[config.mk]
export PLATFORM = sky130hd
export DESIGN_NAME = muldiv_unit
export DESIGN_NICKNAME = d
export VERILOG_FILES = /design/src/rtl/riscy_pkg.sv /design/src/rtl/muldiv_signfix.sv /design/src/rtl/muldiv_unit.sv
export SDC_FILE = /design/constraint.sdc
export NUM_CORES = 1
export LEC_CHECK = 0
export ABC_AREA = 1
export CORE_UTILIZATION = 50
export DETAILED_ROUTE_END_ITERATION = 8
export HOLD_SLACK_MARGIN = 0.1
export PLACE_DENSITY = 0.75
export SLEW_MARGIN = 15
export SYNTH_ARGS = -nofsm -noshare
export SYNTH_HDL_FRONTEND = slang
export SYNTH_SLANG_ARGS = --single-unit
[constraint.sdc]
create_clock -name clk -period 6 [get_ports clk]
set_input_delay 0.9 -clock clk [delete_from_list [all_inputs] [get_ports clk]]
set_output_delay 0.9 -clock clk [all_outputs]
set_load 0.005 [all_outputs]
[src/rtl/riscy_pkg.sv]
// Shared types and constants for the riscy32 execute-stage units.
package riscy_pkg;

    // RV32M funct3 encodings
    typedef enum logic [2:0] {
        OP_MUL    = 3'b000,
        OP_MULH   = 3'b001,
        OP_MULHSU = 3'b010,
        OP_MULHU  = 3'b011,
        OP_DIV    = 3'b100,
        OP_DIVU   = 3'b101,
        OP_REM    = 3'b110,
        OP_REMU   = 3'b111
    } muldiv_op_t;

    typedef enum logic [1:0] {
        ST_IDLE,
        ST_CALC,
        ST_DONE
    } muldiv_state_t;

    localparam int          MULDIV_ITERS = 32;
    localparam logic [31:0] DIV_ZERO_Q   = 32'hFFFF_FFFF;
    localparam logic [31:0] DIV_OVF_Q    = 32'h8000_0000;

    // Divide family shares funct3[2] = 1
    function automatic logic op_is_div(input muldiv_op_t op);
        return op[2];
    endfunction

    function automatic logic op_is_rem(input muldiv_op_t op);
        return (op == OP_REM) || (op == OP_REMU);
    endfunction

    // rs1 is treated as two's complement
    function automatic logic op_rs1_signed(input muldiv_op_t op);
        return op inside {OP_MUL, OP_MULH, OP_MULHSU, OP_DIV, OP_REM};
    endfunction

    // rs2 is treated as two's complement
    function automatic logic op_rs2_signed(input muldiv_op_t op);
        return op inside {OP_MUL, OP_MULH, OP_DIV, OP_REM};
    endfunction

    // Result comes from the low word of the fixed-up value
    function automatic logic op_low_result(input muldiv_op_t op);
        return (op == OP_MUL) || op[2];
    endfunction

endpackage

[src/rtl/muldiv_signfix.sv]
// Conditional two's-complement negate. Used to take operand magnitudes
// and to restore the sign of the final product/quotient/remainder.
module muldiv_signfix #(
    parameter int W = 32
) (
    input  logic [W-1:0] value,
    input  logic         negate,
    output logic [W-1:0] result
);

    assign result = negate ? (~value + W'(1)) : value;

endmodule

[src/rtl/muldiv_unit.sv]
// Iterative RV32M multiply/divide unit. One CALC setup cycle takes operand
// magnitudes (or resolves divide special cases), then 32 radix-2 steps run
// on a shared 64-bit shift register and a 33-bit adder/subtractor.
module muldiv_unit
    import riscy_pkg::*;
#(
    parameter int XLEN = 32
) (
    input  logic            clk,
    input  logic            rst,
    input  logic            start,
    input  logic [2:0]      op,
    input  logic [XLEN-1:0] rs1,
    input  logic [XLEN-1:0] rs2,
    output logic            busy,
    output logic            done,
    output logic [XLEN-1:0] rd,
    output logic [1:0]      flags
);

    localparam logic [4:0] LAST_ITER = 5'(MULDIV_ITERS - 1);

    muldiv_state_t     state, state_next;
    muldiv_op_t        op_q;
    logic [XLEN-1:0]   a_q, b_q;       // raw operands as latched at start
    logic [XLEN-1:0]   b_mag_q;        // multiplicand / divisor magnitude
    logic [2*XLEN-1:0] sreg;           // {acc_hi, multiplier} or {rem, quo}
    logic [4:0]        cnt;
    logic              setup;          // first CALC cycle, no iteration yet

    logic              a_neg, b_neg, res_neg;
    logic [XLEN-1:0]   a_mag, b_mag;
    logic              div_zero, div_ovf;
    logic [XLEN:0]     add_x, add_y, add_sum;
    logic              add_cin, add_cout;
    logic [2*XLEN-1:0] sreg_step;
    logic [2*XLEN-1:0] res_pre, res_fixed;
    logic [XLEN-1:0]   rd_calc, rd_special;
    logic [1:0]        flags_special;

    assign busy = (state == ST_CALC);
    assign done = (state == ST_DONE);

    // Operand signs and magnitudes come from the latched registers, so the
    // live inputs have no influence once the operation is accepted.
    assign a_neg   = op_rs1_signed(op_q) & a_q[XLEN-1];
    assign b_neg   = op_rs2_signed(op_q) & b_q[XLEN-1];
    assign res_neg = op_is_rem(op_q) ? a_neg : (a_neg ^ b_neg);

    muldiv_signfix #(.W(XLEN)) u_fix_a (
        .value  (a_q),
        .negate (a_neg),
        .result (a_mag)
    );

    muldiv_signfix #(.W(XLEN)) u_fix_b (
        .value  (b_q),
        .negate (b_neg),
        .result (b_mag)
    );

    // Special cases bypass the iteration entirely
    assign div_zero = op_is_div(op_q) && (b_q == '0);
    assign div_ovf  = ((op_q == OP_DIV) || (op_q == OP_REM)) &&
                      (a_q == DIV_OVF_Q) && (b_q == '1);

    // Special-case result and flags
    always_comb begin
        rd_special    = '0;
        flags_special = 2'b00;
        if (div_zero) begin
            rd_special    = op_is_rem(op_q) ? a_q : DIV_ZERO_Q;
            flags_special = 2'b01;
        end else if (div_ovf) begin
            rd_special    = op_is_rem(op_q) ? '0 : DIV_OVF_Q;
            flags_special = 2'b10;
        end
    end

    // Shared adder: accumulate for multiply, trial-subtract for divide
    always_comb begin
        if (op_is_div(op_q)) begin
            add_x   = sreg[2*XLEN-1:XLEN-1];
            add_y   = ~{1'b0, b_mag_q};
            add_cin = 1'b1;
        end else begin
            add_x   = {1'b0, sreg[2*XLEN-1:XLEN]};
            add_y   = sreg[0] ? {1'b0, b_mag_q} : '0;
            add_cin = 1'b0;
        end
        {add_cout, add_sum} = {1'b0, add_x} + {1'b0, add_y} + {{(XLEN+1){1'b0}}, add_cin};
    end

    // One radix-2 step; a divide carry-out means the trial subtract fit
    always_comb begin
        if (op_is_div(op_q)) begin
            sreg_step = add_cout ? {add_sum[XLEN-1:0], sreg[XLEN-2:0], 1'b1}
                                 : {sreg[2*XLEN-2:0], 1'b0};
        end else begin
            sreg_step = {add_sum, sreg[XLEN-1:1]};
        end
    end

    // Select quotient/remainder or full product before the sign fixup so
    // that the high product word is taken from the negated 64-bit value.
    always_comb begin
        if (op_is_div(op_q)) begin
            res_pre = {{XLEN{1'b0}},
                       op_is_rem(op_q) ? sreg_step[2*XLEN-1:XLEN] : sreg_step[XLEN-1:0]};
        end else begin
            res_pre = sreg_step;
        end
    end

    muldiv_signfix #(.W(2*XLEN)) u_fix_res (
        .value  (res_pre),
        .negate (res_neg),
        .result (res_fixed)
    );

    assign rd_calc = op_low_result(op_q) ? res_fixed[XLEN-1:0]
                                         : res_fixed[2*XLEN-1:XLEN];

    // State register
    // NOTE: sequential state uses non-blocking assignments so every flop
    // samples the pre-edge values regardless of statement order.
    always_ff @(posedge clk or posedge rst) begin
        if (rst) state <= ST_IDLE;
        else     state <= state_next;
    end

    // Next-state logic
    // NOTE: state_next gets a default before the case so no path leaves it
    // unassigned, which would otherwise infer a latch.
    always_comb begin
        state_next = state;
        unique case (state)
            ST_IDLE: if (start) state_next = ST_CALC;
            ST_CALC: begin
                if (setup) begin
                    if (div_zero || div_ovf) state_next = ST_DONE;
                end else if (cnt == LAST_ITER) begin
                    state_next = ST_DONE;
                end
            end
            ST_DONE: state_next = start ? ST_CALC : ST_IDLE;
            default: state_next = ST_IDLE;
        endcase
    end

    // Operand latch, iteration datapath and result register
    always_ff @(posedge clk or posedge rst) begin
        if (rst) begin
            op_q    <= OP_MUL;
            a_q     <= '0;
            b_q     <= '0;
            b_mag_q <= '0;
            sreg    <= '0;
            cnt     <= '0;
            setup   <= 1'b0;
            rd      <= '0;
            flags   <= 2'b00;
        end else begin
            case (state)
                ST_IDLE, ST_DONE: begin
                    if (start) begin
                        op_q  <= muldiv_op_t'(op);
                        a_q   <= rs1;
                        b_q   <= rs2;
                        cnt   <= '0;
                        setup <= 1'b1;
                    end
                end
                ST_CALC: begin
                    if (setup) begin
                        setup   <= 1'b0;
                        cnt     <= '0;
                        sreg    <= {{XLEN{1'b0}}, a_mag};
                        b_mag_q <= b_mag;
                        if (div_zero || div_ovf) begin
                            rd    <= rd_special;
                            flags <= flags_special;
                        end
                    end else begin
                        sreg <= sreg_step;
                        cnt  <= cnt + 5'd1;
                        if (cnt == LAST_ITER) begin
                            rd    <= rd_calc;
                            flags <= 2'b00;
                        end
                    end
                end
                default: ;
            endcase
        end
    end

endmodule

**Word-level counts from Yosys, hierarchy flattened**

Cells that the tools add are included.

- Input bits: 70
- ROM bits: 0
- Bits in writable memories: 0
- Bits in latches: 0
- Flip-flop bits (word level): 205
- Output and inout port bits: 36
- Memories kept: 0

- Divide/modulo/power cells: 0
- Mux-type cells: 37
- Shift-type cells: 0
- Bitwise operators: 7
- $mul: 0
- Add/sub/neg operators: 6
- Reduce and logical (&&, ||, !) cells: 20
- Eq/ne operators: 15
- Magnitude comparators: 0

Operator list:

| cell | count |
|---|---|
| 2-to-1 mux 32 bit | 12 |
| 2-to-1 mux 64 bit | 5 |
| 2-to-1 mux 33 bit | 2 |
| adder 32 x 1 -> 32 bit (second input constant) | 2 |
| adder 64 x 1 -> 64 bit (second input constant) | 1 |
| equality test 32 bit (second input constant) | 2 |
| NOT 32 bit | 2 |
| NOT 64 bit | 1 |
| adder 33 x 33 -> 34 bit | 1 |
| adder 34 x 1 -> 34 bit | 1 |
| NOT 32 -> 33 bit | 1 |
| logical NOT 32 bit | 1 |
| 2-to-1 mux 2 bit | 9 |
| 2-to-1 mux 5 bit | 2 |
| one-hot mux 5 bit (2 select lines) | 1 |
| equality test 3 bit (second input constant) | 3 |
| one-hot mux 2 bit (3 select lines) | 1 |
| AND reduction 2 bit | 3 |
| AND reduction 3 bit | 2 |
| adder 5 x 1 -> 5 bit (second input constant) | 1 |
| equality test 5 bit (second input constant) | 1 |
| nonzero test 5 bit | 1 |
| logical OR 1 bit | 4 |
| 2-to-1 mux 1 bit | 4 |
| other kinds (17) | 22 |

**Logic depth before layout (Yosys ltp)**

Gate-level depths: netlist of the first run.

- Word-level depth: 14
- Depth in mapped cells: 40

**Hierarchy**

From an unflattened synthesis of the first run, not the netlist that was laid out.

- Cells, all modules: 2,998
- Area total of the unflattened synthesis: 18,445.2 sq um

Modules (own cells, without submodules):

| module | area an instance (sq um) | instances | cells each |
|---|---|---|---|
| muldiv_unit | 13,761.9 | 1 | 2,046 |
| muldiv_signfix (u_fix_res) | 2,466.1 | 1 | 498 |
| muldiv_signfix (u_fix_a ...) | 1,108.6 | 2 | 227 |

**Worst setup path before layout of the first run**

Ideal clock, no wire load.

- Path kind: reg2reg
- Start: register op_q[2]
- End: register rd[2]
- Arrival: 4.674 ns
- Buffers on the path: 7
- Stages on the path, launching flop included: 35
- Library setup time: 0.124 ns
- Setup slack: 1.202 ns
- Required time: 5.876 ns
- Period minus slack after synthesis: 4.798 ns
- Cell sequence: dfrtp_1 buf_4 inv_1 clkbuf_1 clkbuf_1 clkbuf_1 buf_1 nand3_1 o21ai_0 ha_1 a21oi_2 inv_1 a21oi_2 nand2_1 a21oi_2 buf_4 nand3_2 inv_1 a21oi_1 nand2_1 nand2_1 inv_1 ha_1 nand3_1 nor2_4 nand3_4 nor2_4 nand3_2 nand2_4 buf_8 nand2_1 o21ai_1 nand2_1 o211ai_1 nand2_1

- Word-level cells in the longest chain between the ends: 13

Ends and longest elaborated chain:

| item | RTL line | text |
|---|---|---|
| from (decl) | muldiv_unit.sv:24 | `muldiv_op_t op_q;` |
| from (signal assigned) | muldiv_unit.sv:167 | `op_q <= muldiv_op_t'(op);` |
| 2-to-1 mux 33 bit | muldiv_unit.sv:82 | `if (op_is_div(op_q)) begin` |
| adder 33 x 33 -> 34 bit | muldiv_unit.sv:91 | `{add_cout, add_sum} = {1'b0, add_x} + {1'b0, add_y} + {{(XLEN+1){1'b0}}, add_cin};` |
| adder 34 x 1 -> 34 bit | muldiv_unit.sv:91 |  |
| 2-to-1 mux 64 bit | muldiv_unit.sv:97 | `sreg_step = add_cout ? {add_sum[XLEN-1:0], sreg[XLEN-2:0], 1'b1}` |
| 2-to-1 mux 64 bit | muldiv_unit.sv:96 | `if (op_is_div(op_q)) begin` |
| 2-to-1 mux 32 bit | muldiv_unit.sv:109 | `op_is_rem(op_q) ? sreg_step[2*XLEN-1:XLEN] : sreg_step[XLEN-1:0]};` |
| 2-to-1 mux 64 bit | muldiv_unit.sv:107 | `if (op_is_div(op_q)) begin` |
| NOT 64 bit | muldiv_signfix.sv:11 | `assign result = negate ? (~value + W'(1)) : value;` |
| adder 64 x 1 -> 64 bit | muldiv_signfix.sv:11 |  |
| 2-to-1 mux 64 bit | muldiv_signfix.sv:11 |  |
| 2-to-1 mux 32 bit | muldiv_unit.sv:121 | `assign rd_calc = op_low_result(op_q) ? res_fixed[XLEN-1:0]` |
| 2-to-1 mux 32 bit | muldiv_unit.sv:187 | `if (cnt == LAST_ITER) begin` |
| 2-to-1 mux 32 bit | muldiv_unit.sv:175 | `if (setup) begin` |
| to (signal assigned) | muldiv_unit.sv:181 | `rd <= rd_special;` |
| to (signal assigned) | muldiv_unit.sv:188 | `rd <= rd_calc;` |
| to (decl) | muldiv_unit.sv:17 | `output logic [XLEN-1:0] rd,` |

Parallel ways exist; a longest one is shown, timed or not. The select of a mux whose other input is x is not followed.
A chain may end at the register's enable or synchronous reset.

**Worst setup path after layout of the first run**

- Start: register sreg[0]
- End: register rd[17]

- Word-level cells in the longest chain between the ends: 14

Ends and longest elaborated chain:

| item | RTL line | text |
|---|---|---|
| from (decl) | muldiv_unit.sv:27 | `logic [2*XLEN-1:0] sreg;` |
| from (signal assigned) | muldiv_unit.sv:178 | `sreg <= {{XLEN{1'b0}}, a_mag};` |
| from (signal assigned) | muldiv_unit.sv:185 | `sreg <= sreg_step;` |
| 2-to-1 mux 32 bit | muldiv_unit.sv:88 | `add_y = sreg[0] ? {1'b0, b_mag_q} : '0;` |
| 2-to-1 mux 33 bit | muldiv_unit.sv:82 |  |
| adder 33 x 33 -> 34 bit | muldiv_unit.sv:91 |  |
| adder 34 x 1 -> 34 bit | muldiv_unit.sv:91 |  |
| 2-to-1 mux 64 bit | muldiv_unit.sv:97 |  |
| 2-to-1 mux 64 bit * | muldiv_unit.sv:96 |  |
| 2-to-1 mux 32 bit | muldiv_unit.sv:109 |  |
| 2-to-1 mux 64 bit * | muldiv_unit.sv:107 |  |
| NOT 64 bit | muldiv_signfix.sv:11 |  |
| adder 64 x 1 -> 64 bit | muldiv_signfix.sv:11 |  |
| 2-to-1 mux 64 bit * | muldiv_signfix.sv:11 |  |
| 2-to-1 mux 32 bit * | muldiv_unit.sv:121 |  |
| 2-to-1 mux 32 bit * | muldiv_unit.sv:187 |  |
| 2-to-1 mux 32 bit * | muldiv_unit.sv:175 |  |

Mark *: on every way between the ends. The rest lies on a longest branch, timed or not. The select of a mux whose other input is x is not followed.

==> metrics.cfg, run 1 <==
[run_status]
status = complete, no violations

[worst_setup_path]
r2r_start = sreg[0]$_DFFE_PP0P_
cp-end-kind = flip-flop
worst_path_largest_cell_delay_ns = 1.08
rr_endpoint = rd[17]$_DFFE_PP0P_
cpMostUsedCell = nand2_1
crit_path_start_kind = flip-flop
crit_path_max_fanout = 29
worstSetupPathType = flip-flop to flip-flop
cp.arrival_ns = 6.18
crit_required_ns = 6.48
cp_slowest_cell = dfrtp_1
ff2ff_path_depth = 29
ff2ff_setup_slack_ns = 0.30

[drt]
via_per_inst = 5.85
ant_nets = 0
route.detailed.drc = 0
first_pass_iters = 8
vias = 19200
drt_iter0_markers = 2454
drt-total-wl_microns = 68500
wire_per_inst_microns = 20.8

[synthesis]
synthFlopType = dfrtp_1
yosys.area_share.simple = 0.360
synthArstFlopShare = 1.00
yosys.cell_types.count = 60
synthCells = 2758
synth-compound-area-share = 0.164
yosys_register_bits = 205
syn-cell-area_sq_mm = 0.0178
synthMuxAreaShare = 0.0118
yosysSeqAreaShare = 0.289
synth_top_family_by_area = simple AND/OR/NAND/NOR gates
ys_warn_count = 0
synth_nets = 2868
synthAdderAreaFrac = 0.0290
syn_avg_cell_area_sq_um = 6.45
synth-edff-count = 0
synth-xor-area-share = 0.0398

[global_route]
grt_max_degree = 152
grt_usage = 0.378
grt_pass1_vias = 17500
grt_antenna_before_repair = 2
grt-ovfl-total = 0
grt_pass1_wl_microns = 104000

[timing]
post-route-period-util = 0.950
fmax_ghz = 0.175
worstMarginPinSlew_ns = 1.16
drv_slew = 0
fin_setup_tns_ns = 0
period_minus_slack_ns = 5.70
final-hold-violation-count = 0
final.setup_skew_ns = 0.0134
slew_headroom = 0.225
setup_viol = 0
rsz0062_at_grt = no

[floorplanning]
fp.dieArea_sq_mm = 0.0363
die-width_microns = 191
start_util = 0.511
rows = 68
design.core.area_sq_mm = 0.0348
die_h_microns = 191
io_pins = 106

[clocking]
clk_latency_ns = 0.57
numClockSinks = 205
cts.clk_slew.worst_paths_ns = 0.06
postCtsHoldBufs = 0
cts_htree_levels = 1
clock_path_buffers = 3
numCtsBuffers = 24
cts_tree = built
root_buffer = clkbuf_16

[final_layout]
nFillCells = 3344
fin_nets = 2925
syn_to_final_growth_pct = 13.0
drive_above_1_share = 0.0968
n_antenna_cell = 0

[placement]
io_buffers = 105
hpwlAfterDp_microns = 53000
place_congestion = 1.00

[hold_path]
min_from = sreg[4]$_DFFE_PP0P_
hold_path_depth = 2
min_to = sreg[4]$_DFFE_PP0P_
hp-class = flip-flop to flip-flop

[run]
maxCapViolCount = 0

[stage by stage]
stage                      util  hold slack, ns  cells  worst slack (ns)  area, sq um
after floorplan               -           0.459   2758              1.20        17800
after global placement    0.555           0.474   3244             0.358        19300
after detailed placement  0.555           0.478   3244             0.385        19300
after CTS                 0.577           0.493   3286             0.371        20100
after global routing      0.577           0.532   3286            0.0513        20100
final                     0.577           0.496   3286             0.302        20100
[cell type report]
type / count / area, sq um / share of cell area
repair buffers: 153 / 1470 / 0.0733
well taps: 455 / 569 / 0.0283
clock buffers: 34 / 698 / 0.0347
multi-input cells: 2074 / 10800 / 0.536
inverters: 357 / 1350 / 0.0671
clock inverters: 8 / 92.6 / 0.00461
flip-flops and latches: 205 / 5130 / 0.255
[how the worst max path moves through the flow]
stage | startpoint | slack, ns | to
floorplan | op_q[2]$_DFFE_PP0P_ | 1.20 | rd[2]$_DFFE_PP0P_
global placement | op_q[2]$_DFFE_PP0P_ | 0.36 | rd[17]$_DFFE_PP0P_
detailed placement | op_q[2]$_DFFE_PP0P_ | 0.39 | rd[17]$_DFFE_PP0P_
CTS | op_q[2]$_DFFE_PP0P_ | 0.37 | rd[17]$_DFFE_PP0P_
global route | sreg[0]$_DFFE_PP0P_ | 0.05 | rd[27]$_DFFE_PP0P_
finish | sreg[0]$_DFFE_PP0P_ | 0.30 | rd[17]$_DFFE_PP0P_
[registers in the layout, summed over array words and instances (netlist names)]
name,count
flags,2
rd,32
state,2
b_q,32
cnt,5
a_q,32
sreg,64
op_q,3
setup,1
b_mag_q,32
[synthesized netlist by cell type (11+ instances only)]
cell type | n | area, sq um
a21oi_2 | 18 | 158
nand2_1 | 768 | 2880
o21ai_1 | 28 | 140
nand3_1 | 175 | 876
inv_2 | 12 | 45.0
nand2_2 | 28 | 175
a21oi_1 | 159 | 796
xor2_1 | 73 | 639
buf_2 | 21 | 105
nor2_1 | 255 | 957
nor3_1 | 32 | 160
nor2_2 | 12 | 75.1
mux2_2 | 16 | 180
buf_1 | 12 | 45.0
or2_2 | 31 | 194
a21boi_1 | 11 | 82.6
o21ai_0 | 209 | 1050
o221ai_1 | 27 | 236
clkbuf_1 | 78 | 293
nand4_1 | 54 | 338
nand3_2 | 13 | 130
dfrtp_1 | 205 | 5130
nor2_4 | 12 | 135
nand4_2 | 11 | 138
inv_1 | 345 | 1290
ha_1 | 38 | 475
[cells by family (layout without fill, tap and decap cells)]
logic type,after synthesis,in the layout
flip-flops,205,205
AND/OR/NAND/NOR,1426,1426
buffers and inverters,479,552
XOR/XNOR,79,79
AO/OA/AOI/OAI,510,510
multiplexers,19,19
adder cells (fa/ha/maj),40,40
[critical path, delay by kind of cell (launching register included)]
family                     cells  cell delay, ns
adders and majority gates      2            0.85
AOI/OAI and AO/OA              3            0.54
and+or+nand+nor               22            2.89
buffers and inverters          2            0.23
DFF                            1            1.08
[layout by cell type (no fill, tap or decap), types with 6 or more instances in the layout]
master and n:
nand2_1 767, inv_1 342, nor2_1 253, o21ai_0 209, dfrtp_1 204, nand3_1 175
a21oi_1 158, clkdlybuf4s50_1 105, xor2_1 73, nand4_1 54, buf_4 43, ha_1 38
nor3_1 32, or2_2 31, nand2_2 28, o21ai_1 28, o221ai_1 27, clkbuf_16 24
a21oi_2 19, mux2_2 16, nor2_2 14, nand3_2 13, nor2_4 12, inv_2 12
nand4_2 11, a21boi_1 11, o211ai_1 9, o21ai_2 8, o22ai_1 8, nand2_4 6
a21o_1 6, and2_1 6, nor4_1 6, clkbuf_8 6
[routing by layer]
metal	track usage	wire length, microns
met2	0.554	28600
met5	0	25
met4	0.112	2260
met1	0.559	30500
met3	0.0697	7080
[what timing repair did]
item,CTS,global route
endpoints found under the setup margin,0,3
gates resized for setup,0,2
buffers inserted,0,0
Power of run 1 is left out: the tool's default activity adds up to more than one toggle a clock period on the data nets, which glitch-free logic cannot reach.
==> inputs of run 2 (changes only) <==
PLACE_DENSITY = 0.72   (was 0.75)
clock period = 5.3 ns   (was 6 ns; I/O delays follow)
==> run 2 against run 1 <==
Compared with the run above:
- critical path depth shrank 6
- die area stayed put
- worst hold slack about the same
- global-route usage shrank 0.051 points
- clock skew increased by 0.0067 ns
- highest routed layer is now met4
- register-to-register slack got worse by 0.06 ns
- via count rose by 0.36%
- final area about the same
- sequential cell count is the same
==> metrics.cfg, run 2 (synthesis results as in run 1) <==
[run_status]
status = complete, no violations

[drt]
route.detailed.drc = 0
vias = 19300
drt_iter0_markers = 2266
first_pass_iters = 6
via_per_inst = 5.86
wire_per_inst_microns = 20.8
drt-total-wl_microns = 68500
ant_nets = 0

[placement]
place_congestion = 1.07
io_buffers = 105
dp_slack_ns = 0.336
hpwlAfterDp_microns = 53600

[final_layout]
n_antenna_cell = 0
top_register = sreg
largest_register_ff_count = 64
final_cell_mix = 765 x nand2_1, 342 x inv_1, 253 x nor2_1, 207 x o21ai_0, 204 x dfrtp_1
mostFrequentLayoutCell = nand2_1
drive_above_1_share = 0.0978
syn_to_final_growth_pct = 12.9
fin_nets = 2928

[global_route]
grt_usage = 0.377
grt_pass1_wl_microns = 104000
grt_max_degree = 115
grt-ovfl-total = 0
grt_antenna_before_repair = 0
grt_util_met2 = 0.560
use_met1 = 0.562
grt_pass1_vias = 17400
top_usage_layer = met1
gr-usage-met3 = 0.0591

[timing]
drv_slew = 0
slew_headroom = 0.287
fin_setup_tns_ns = 0
period_minus_slack_ns = 5.06
whs_ns = 0.495
post-route-period-util = 0.954
setup_viol = 0
rsz0062_at_grt = no
setup_ws_ns = 0.242
final.setup_skew_ns = 0.0201
fmax_ghz = 0.198
final-hold-violation-count = 0
worstMarginPinSlew_ns = 1.07

[clocking]
cts_htree_levels = 1
cts_setup_buffers = 0
clk_latency_ns = 0.57
numCtsBuffers = 25
numClockSinks = 205
cts_tree = built
clock_path_buffers = 3
cts.clk_slew.worst_paths_ns = 0.06
root_buffer = clkbuf_16

[worst_setup_path]
cp-end-kind = flip-flop
ff2ff_path_depth = 23
crit_start = op_q[2]$_DFFE_PP0P_
crit_required_ns = 5.79
crit_path_max_fanout = 41
crit_end = rd[17]$_DFFE_PP0P_
r2r_start = op_q[2]$_DFFE_PP0P_
crit_path_start_kind = flip-flop
worstSetupPathType = flip-flop to flip-flop
ff2ff_setup_slack_ns = 0.24
cp.arrival_ns = 5.55
rr_endpoint = rd[17]$_DFFE_PP0P_

[floorplanning]
fp.dieArea_sq_mm = 0.0363
design.core.area_sq_mm = 0.0348
io_pins = 106
rows = 68
die_h_microns = 191
die-width_microns = 191
start_util = 0.511

[run]
maxCapViolCount = 0

[hold_path]
hp-class = flip-flop to flip-flop

## run 2: changes by cell type in the layout (fill, tap and decap cells not counted), sizes merged
cell,change
bufinv,-1
inv,+1
clkinvlp,+2
clkbuf,-1
buf,+2
clkinv,-1
## run 2: through the flow
step | cells | utilization | cell area, sq um
2_1_floorplan | 2758 | - | 17800
3_3_place_gp | 3246 | 0.555 | 19300
3_5_place_dp | 3246 | 0.555 | 19300
4_1_cts | 3288 | 0.577 | 20100
5_1_grt | 3288 | 0.577 | 20100
6_report | 3288 | 0.577 | 20100
## run 2: worst min-delay path by stage
stage / slack [ns] / start / endpoint / cells past startpoint
2_1_floorplan: 0.46 / sreg[15]$_DFFE_PP0P_ / sreg[15]$_DFFE_PP0P_ / 2
3_3_place_gp: 0.47 / sreg[4]$_DFFE_PP0P_ / sreg[4]$_DFFE_PP0P_ / 2
3_5_place_dp: 0.47 / flags[0]$_DFFE_PP0P_ / flags[0]$_DFFE_PP0P_ / 2
4_1_cts: 0.49 / sreg[19]$_DFFE_PP0P_ / sreg[19]$_DFFE_PP0P_ / 2
5_1_grt: 0.51 / sreg[19]$_DFFE_PP0P_ / sreg[19]$_DFFE_PP0P_ / 2
6_report: 0.50 / sreg[19]$_DFFE_PP0P_ / sreg[19]$_DFFE_PP0P_ / 2
## run 2: critical path: stages (launching register included)
cell     delay (ns)
dfrtp_4        0.49
inv_2          0.18
buf_12         0.22
nand3_1        0.08
o21ai_0        0.12
ha_1           0.33
nand2_1        0.09
nand2_1        0.14
inv_1          0.10
nand2_1        0.15
inv_1          0.11
nand3_1        0.21
or2_2          0.35
nand3_1        0.23
inv_1          0.16
nor2_1         0.33
nand3_1        0.33
o31ai_1        0.69
nand3_1        0.15
nand2_1        0.10
nand3_1        0.12
nand2_1        0.10
nand2_1        0.05
a21oi_1        0.13
## run 2: metal layers
metal | share of wire | wire length, microns
met1 | 0.46 | 31400
met2 | 0.42 | 29000
met3 | 0.089 | 6070
met4 | 0.030 | 2060
met5 | 0 | 0
## run 2: final cells by class
| cell class | count | area [sq um] |
|---|---|---|
| tap | 455 | 569 |
| fill | 3413 | 14700 |
| sequential | 205 | 5130 |
| timing repair buffer | 155 | 1480 |
| multi-input combinational | 2074 | 10800 |
| inverter | 357 | 1350 |
| clock buffer | 33 | 686 |
| clock inverter | 9 | 67.6 |
## run 2: timing repair
| action | 4_1_cts | 5_1_grt |
|---|---|---|
| hold buffers | 0 | 0 |
| gates resized for setup | 0 | 5 |
| endpoints found under the setup margin | 0 | 4 |
| hold endpoints to repair | 0 | 0 |
Power of run 2 is left out for the same reason.
==> inputs of run 3 (changes only) <==
RECOVER_POWER = 25   (was unset)
SLEW_MARGIN = unset   (was 15)
==> run 3 against run 2 <==
Compared with the run above:
- the run now ends with max-capacitance violations, max-slew violations left
- sequential share of layout area about the same
- register-to-register slack worse by 0.04 ns
- non-clock buffer count unchanged
==> metrics.cfg, run 3 (synthesis results as in run 1) <==
[run_status]
status = finished, violations left
violations = max-capacitance violations, max-slew violations

[clocking]
numClockSinks = 205
cts_setup_buffers = 0
numCtsBuffers = 25
root_buffer = clkbuf_16
clk_latency_ns = 0.57
cts_htree_levels = 1
clock_path_buffers = 3
cts.clk_slew.worst_paths_ns = 0.06
cts_tree = built

[timing]
worstMarginPinSlew_ns = 2.92
post-route-period-util = 0.962
setup_viol = 0
final.setup_skew_ns = 0.0188
slew_headroom = -0.949
rsz0062_at_grt = no
fin_setup_tns_ns = 0
period_minus_slack_ns = 5.10
fmax_ghz = 0.196
final-hold-violation-count = 0
drv_slew = 115

[final_layout]
syn_to_final_growth_pct = 12.9
fin_area_sq_mm = 0.0201
fin_util = 0.576
drive_above_1_share = 0.0978
largest_register_ff_count = 64
final_cell_mix = 765 x nand2_1, 342 x inv_1, 253 x nor2_1, 207 x o21ai_0, 204 x dfrtp_1
mostFrequentLayoutCell = nand2_1
top_register = sreg
n_antenna_cell = 0
fin_nets = 2928

[worst_setup_path]
rr_endpoint = rd[17]$_DFFE_PP0P_
worstSetupPathType = flip-flop to flip-flop
r2r_start = op_q[2]$_DFFE_PP0P_
crit_path_start_kind = flip-flop
ff2ff_path_depth = 21
cp-end-kind = flip-flop
crit_path_max_fanout = 99
cp.arrival_ns = 5.59
ff2ff_setup_slack_ns = 0.20
crit_start = op_q[2]$_DFFE_PP0P_
crit_required_ns = 5.79

[hold_path]
min_to = sreg[19]$_DFFE_PP0P_
min_from = sreg[19]$_DFFE_PP0P_
hp-class = flip-flop to flip-flop
hold_path_depth = 2

[floorplanning]
die-width_microns = 191
io_pins = 106
start_util = 0.511
design.core.area_sq_mm = 0.0348
die_h_microns = 191
fp.dieArea_sq_mm = 0.0363
rows = 68

[global_route]
grt_max_degree = 115
grt_usage = 0.377
grt-ovfl-total = 0
grt_antenna_before_repair = 0
grt_pass1_vias = 17400
grt_pass1_wl_microns = 104000

[placement]
hpwlAfterDp_microns = 53600
io_buffers = 105
place_congestion = 1.07
placed_area_sq_mm = 0.0193

[drt]
routed-wl-met3_microns = 6440
drt-total-wl_microns = 68500
via_per_inst = 5.85
wl_met2_microns = 29100
route.detailed.drc = 0
wire_per_inst_microns = 20.8
vias = 19200
ant_nets = 0
drt_iter0_markers = 2172
met1_length_microns = 30900
first_pass_iters = 8
maxUsedRoutingLayer = met4

[run]
maxCapViolCount = 1

-- run 3: worst max-delay path by stage --
stage | to | slack [ns] | cells past startpoint
detailed placement | rd[27]$_DFFE_PP0P_ | 0.34 | 31
floorplan | rd[2]$_DFFE_PP0P_ | 0.50 | 34
CTS | rd[27]$_DFFE_PP0P_ | 0.30 | 31
finish | rd[17]$_DFFE_PP0P_ | 0.20 | 21
global placement | rd[27]$_DFFE_PP0P_ | 0.37 | 31
global route | rd[2]$_DFFE_PP0P_ | 0.01 | 32
-- run 3: worst max-delay path, stage by stage, from the launching register on --
cell and delay, ns:
dfrtp_4 0.49, buf_12 0.23, o21ai_0 0.39, ha_1 0.35
nand2_1 0.09, nand2_1 0.14, inv_1 0.10, nand2_1 0.15
inv_1 0.11, nand3_1 0.22, or2_2 0.36, nand3_1 0.23
inv_1 0.16, nor2_1 0.33, nand3_1 0.33, o31ai_1 0.67
nand3_1 0.16, nand2_1 0.09, nand3_1 0.12, nand2_1 0.10
nand2_1 0.05, a21oi_1 0.13
-- run 3: timing repair --
action / in CTS / in global routing
endpoints found under the setup margin: 0 / 4
gates resized for setup: 0 / 5
hold buffers: 0 / 0
-- run 3: cell type report --
type	instances	area (sq um)
clock buffer	33	686
clock inverter	9	67.6
sequential	205	5130
tap	455	569
fill	3415	14700
timing repair buffer	155	1460
inverter	357	1350
multi-input combinational	2074	10800
-- run 3: per-stage QoR --
step	hold WS, ns	setup WS (ns)	cells
6_report	0.493	0.202	3288
5_1_grt	0.513	0.00989	3288
4_1_cts	0.493	0.304	3288
3_5_place_dp	0.472	0.336	3246
3_3_place_gp	0.473	0.370	3246
2_1_floorplan	0.459	0.502	2758
-- run 3: per-layer routing --
layer  track usage  vias up
li1              -     9057
met1         0.562     9038
met2         0.560     1008
met3        0.0591      119
met4         0.106        0
met5             0        -
Power of run 3 is left out for the same reason.
==> RTL edit, RTL diff (settings of run 3) <==
Make the reset (`rst`) synchronous in 2 clocked blocks.
--- a/src/rtl/muldiv_unit.sv
+++ b/src/rtl/muldiv_unit.sv
@@ -126,3 +126,3 @@
     // samples the pre-edge values regardless of statement order.
-    always_ff @(posedge clk or posedge rst) begin
+    always_ff @(posedge clk) begin
         if (rst) state <= ST_IDLE;
@@ -151,3 +151,3 @@
     // Operand latch, iteration datapath and result register
-    always_ff @(posedge clk or posedge rst) begin
+    always_ff @(posedge clk) begin
         if (rst) begin
Formal check against the unedited RTL: differs if rst is asserted again (counterexample within 4 cycles, from zero or initial values and one cycle with rst high); with rst held inactive, the same outputs for 4 cycles.
==> RTL edit against run 3 <==
The run still ends with max-capacitance violations, max-slew violations left; worst setup slack improved by 0.028 ns; synthesized area fell by 7.2%; via count rose by 1.6%; cell area fell by 6.2%; non-clock buffer count fell by 7; critical path depth rose by 10; wire length fell by 4.5%; fmax rose by 0.54%; hold slack got worse by 0.031 ns; count of clock-buffer cells in the layout rose by 3; sequential cell count did not move; highest routed layer is now met5.
Power is left out: it rests on default switching activity, and per cell area and clock period it moved more than threefold.
==> RTL edit: results (changes against run 3) <==
Clock network
  • Max clock buf depth: 3 (unchanged)
  • Clock slew at reported path FFs: 0.06 ns (about the same)
  • Inserted Clock Buffers: 24 (was 25)
  • H-tree levels: 1 (unchanged)
  • CTS root buffer: clkbuf_16 (unchanged)
  • Clk Latency, worst-skew pair: 0.56 ns

Timing
  • Worst-Margin Slew: 3.25 ns (was 2.92 ns)
  • Worst Skew: 0.0203 ns (was 0.0188 ns)
  • Final Max Tran Viols: 125 (was 115)

Placed design
  • Number of I/O port buffers: 105 (unchanged)
  • Dpl hpwl: 50900 um (was 53600 um)
  • Placer Congestion: 1.10 (was 1.07)

Synth
  • XOR/XNOR share of the synthesized area: 2.75% (was 3.98%)
  • Synth cell count leaders: nand2_1 (818), inv_1 (317), a21oi_1 (264) (was nand2_1 (768), inv_1 (345), nor2_1 (255))
  • Top FF cell, synth: dfxtp_1 (was dfrtp_1)
  • Post-synthesis mux area share: 0% (was 1.18%)
  • Adder-cell share of the synthesized area: 3.12% (was 2.90%)
  • Yosys Warn Count: 0 (unchanged)
  • Post-synthesis sequential area ratio: 24.9% (was 28.9%)
  • Compound-Gate Fraction of Synth Area: 19.4% (was 16.4%)
  • Area contributors post-synth: dfxtp_1 (25%), nand2_1 (19%), a21oi_1 (8.0%), o21ai_0 (7.2%), inv_1 (7.2%) (was dfrtp_1 (29%), nand2_1 (16%), inv_1 (7.3%), o21ai_0 (5.9%), nor2_1 (5.4%))
  • Asr flop ratio synth: 0% (was 100%)
  • Synth unique cells: 54 (was 60)
  • Syn_nets: 2947 (was 2868)

Worst setup path
  • WP data arrival: 5.51 ns (was 5.59 ns)
  • CP max stage delay: 0.43 ns (was 0.67 ns)
  • Slowest stage cell on the critical path: fa_1 (was o31ai_1)
  • Crit Path Max Fanout: 17 (was 99)

Global route
  • First-pass GRT wire length: 99200 um (was 104000 um)
  • GRT Resource Usage Total: 38.0% (was 37.7%)
  • Initial antenna violation count: 1 (was 0)
  • Largest net degree at the start of global routing: 125 (was 115)
  • Vias in the first global route: 17300 (was 17400)

Cells and area
  • Largest register FFs: 64 (unchanged)
  • Antenna cell count: 0 (unchanged)
  • Largest reg by FF count: sreg (unchanged)
  • Layout cells sized above 1: 6.98% (was 9.78%)
  • Final #Nets: 2988 (was 2928)

Flow run
  • Max cap viols: 1 (unchanged)

Route
  • DR iter-0 viols: 2568 (was 2172)
  • Routed len/inst: 19.6 um (was 20.8 um)
  • Vias: 19500 (was 19200)
  • DRT Pass-1 Iters: 6 (was 8)

Worst hold path
  • Path type of the worst min-delay path: register to register (unchanged)

Outcome
  • Status: complete, but fails checks (unchanged)
  • Violated checks: max-capacitance violations, max-slew violations (unchanged)
-- RTL edit: path summary, 6_finish.rpt --
path	startpoint	to	slack, ns	depth (start not counted)
worst max-delay path	op_q[2]	rd[17]	0.23	31
worst min-delay path	flags[0]	flags[0]	0.46	2
worst max register to register	op_q[2]	rd[17]	0.23	31
worst min register to register	flags[0]	flags[0]	0.46	2
-- RTL edit: layer usage --
| metal | share of wire, % | GRT usage (%) | wire (um) | vias to the layer above |
|---|---|---|---|---|
| li1 | - | - | - | 9348 |
| met1 | 42 | 53.3 | 27500 | 8810 |
| met2 | 41 | 55.4 | 26800 | 1182 |
| met3 | 12 | 7.73 | 7660 | 189 |
| met4 | 5.3 | 17.5 | 3440 | 2 |
| met5 | 0.029 | 0 | 19 | - |
-- RTL edit: timing repair --
action / in CTS / in global routing
buffers inserted: 0 / 2
resized for setup: 0 / 17
endpoints found under the setup margin: 0 / 8
-- RTL edit: layout make-up --
cell class,instances,area (um2)
repair buffers,148,1440
multi-input cells,2170,10700
inverters,329,1240
clock buffers,36,706
flip-flops and latches,205,4110
fillers,3339,13700
clock inverters,7,95.1
well taps,442,553
-- RTL edit: through the flow --
step | utilization, % | setup slack [ns] | area, um2 | cells | hold slack (ns)
2_1_floorplan | - | 0.308 | 16500 | 2837 | 0.444
3_3_place_gp | 55.1 | 0.316 | 17900 | 3291 | 0.452
3_5_place_dp | 55.1 | 0.301 | 17900 | 3291 | 0.453
4_1_cts | 57.5 | 0.283 | 18700 | 3334 | 0.462
5_1_grt | 57.8 | 0.0142 | 18800 | 3337 | 0.482
6_report | 57.8 | 0.230 | 18800 | 3337 | 0.462
-- RTL edit: critical path, delay by kind of cell, from the launching register on --
kind            cells  cell delay, ns
simple gates       22            2.68
fa+ha+maj           2            0.85
buf+inv             5            0.73
flops               1            0.42
compound gates      2            0.26
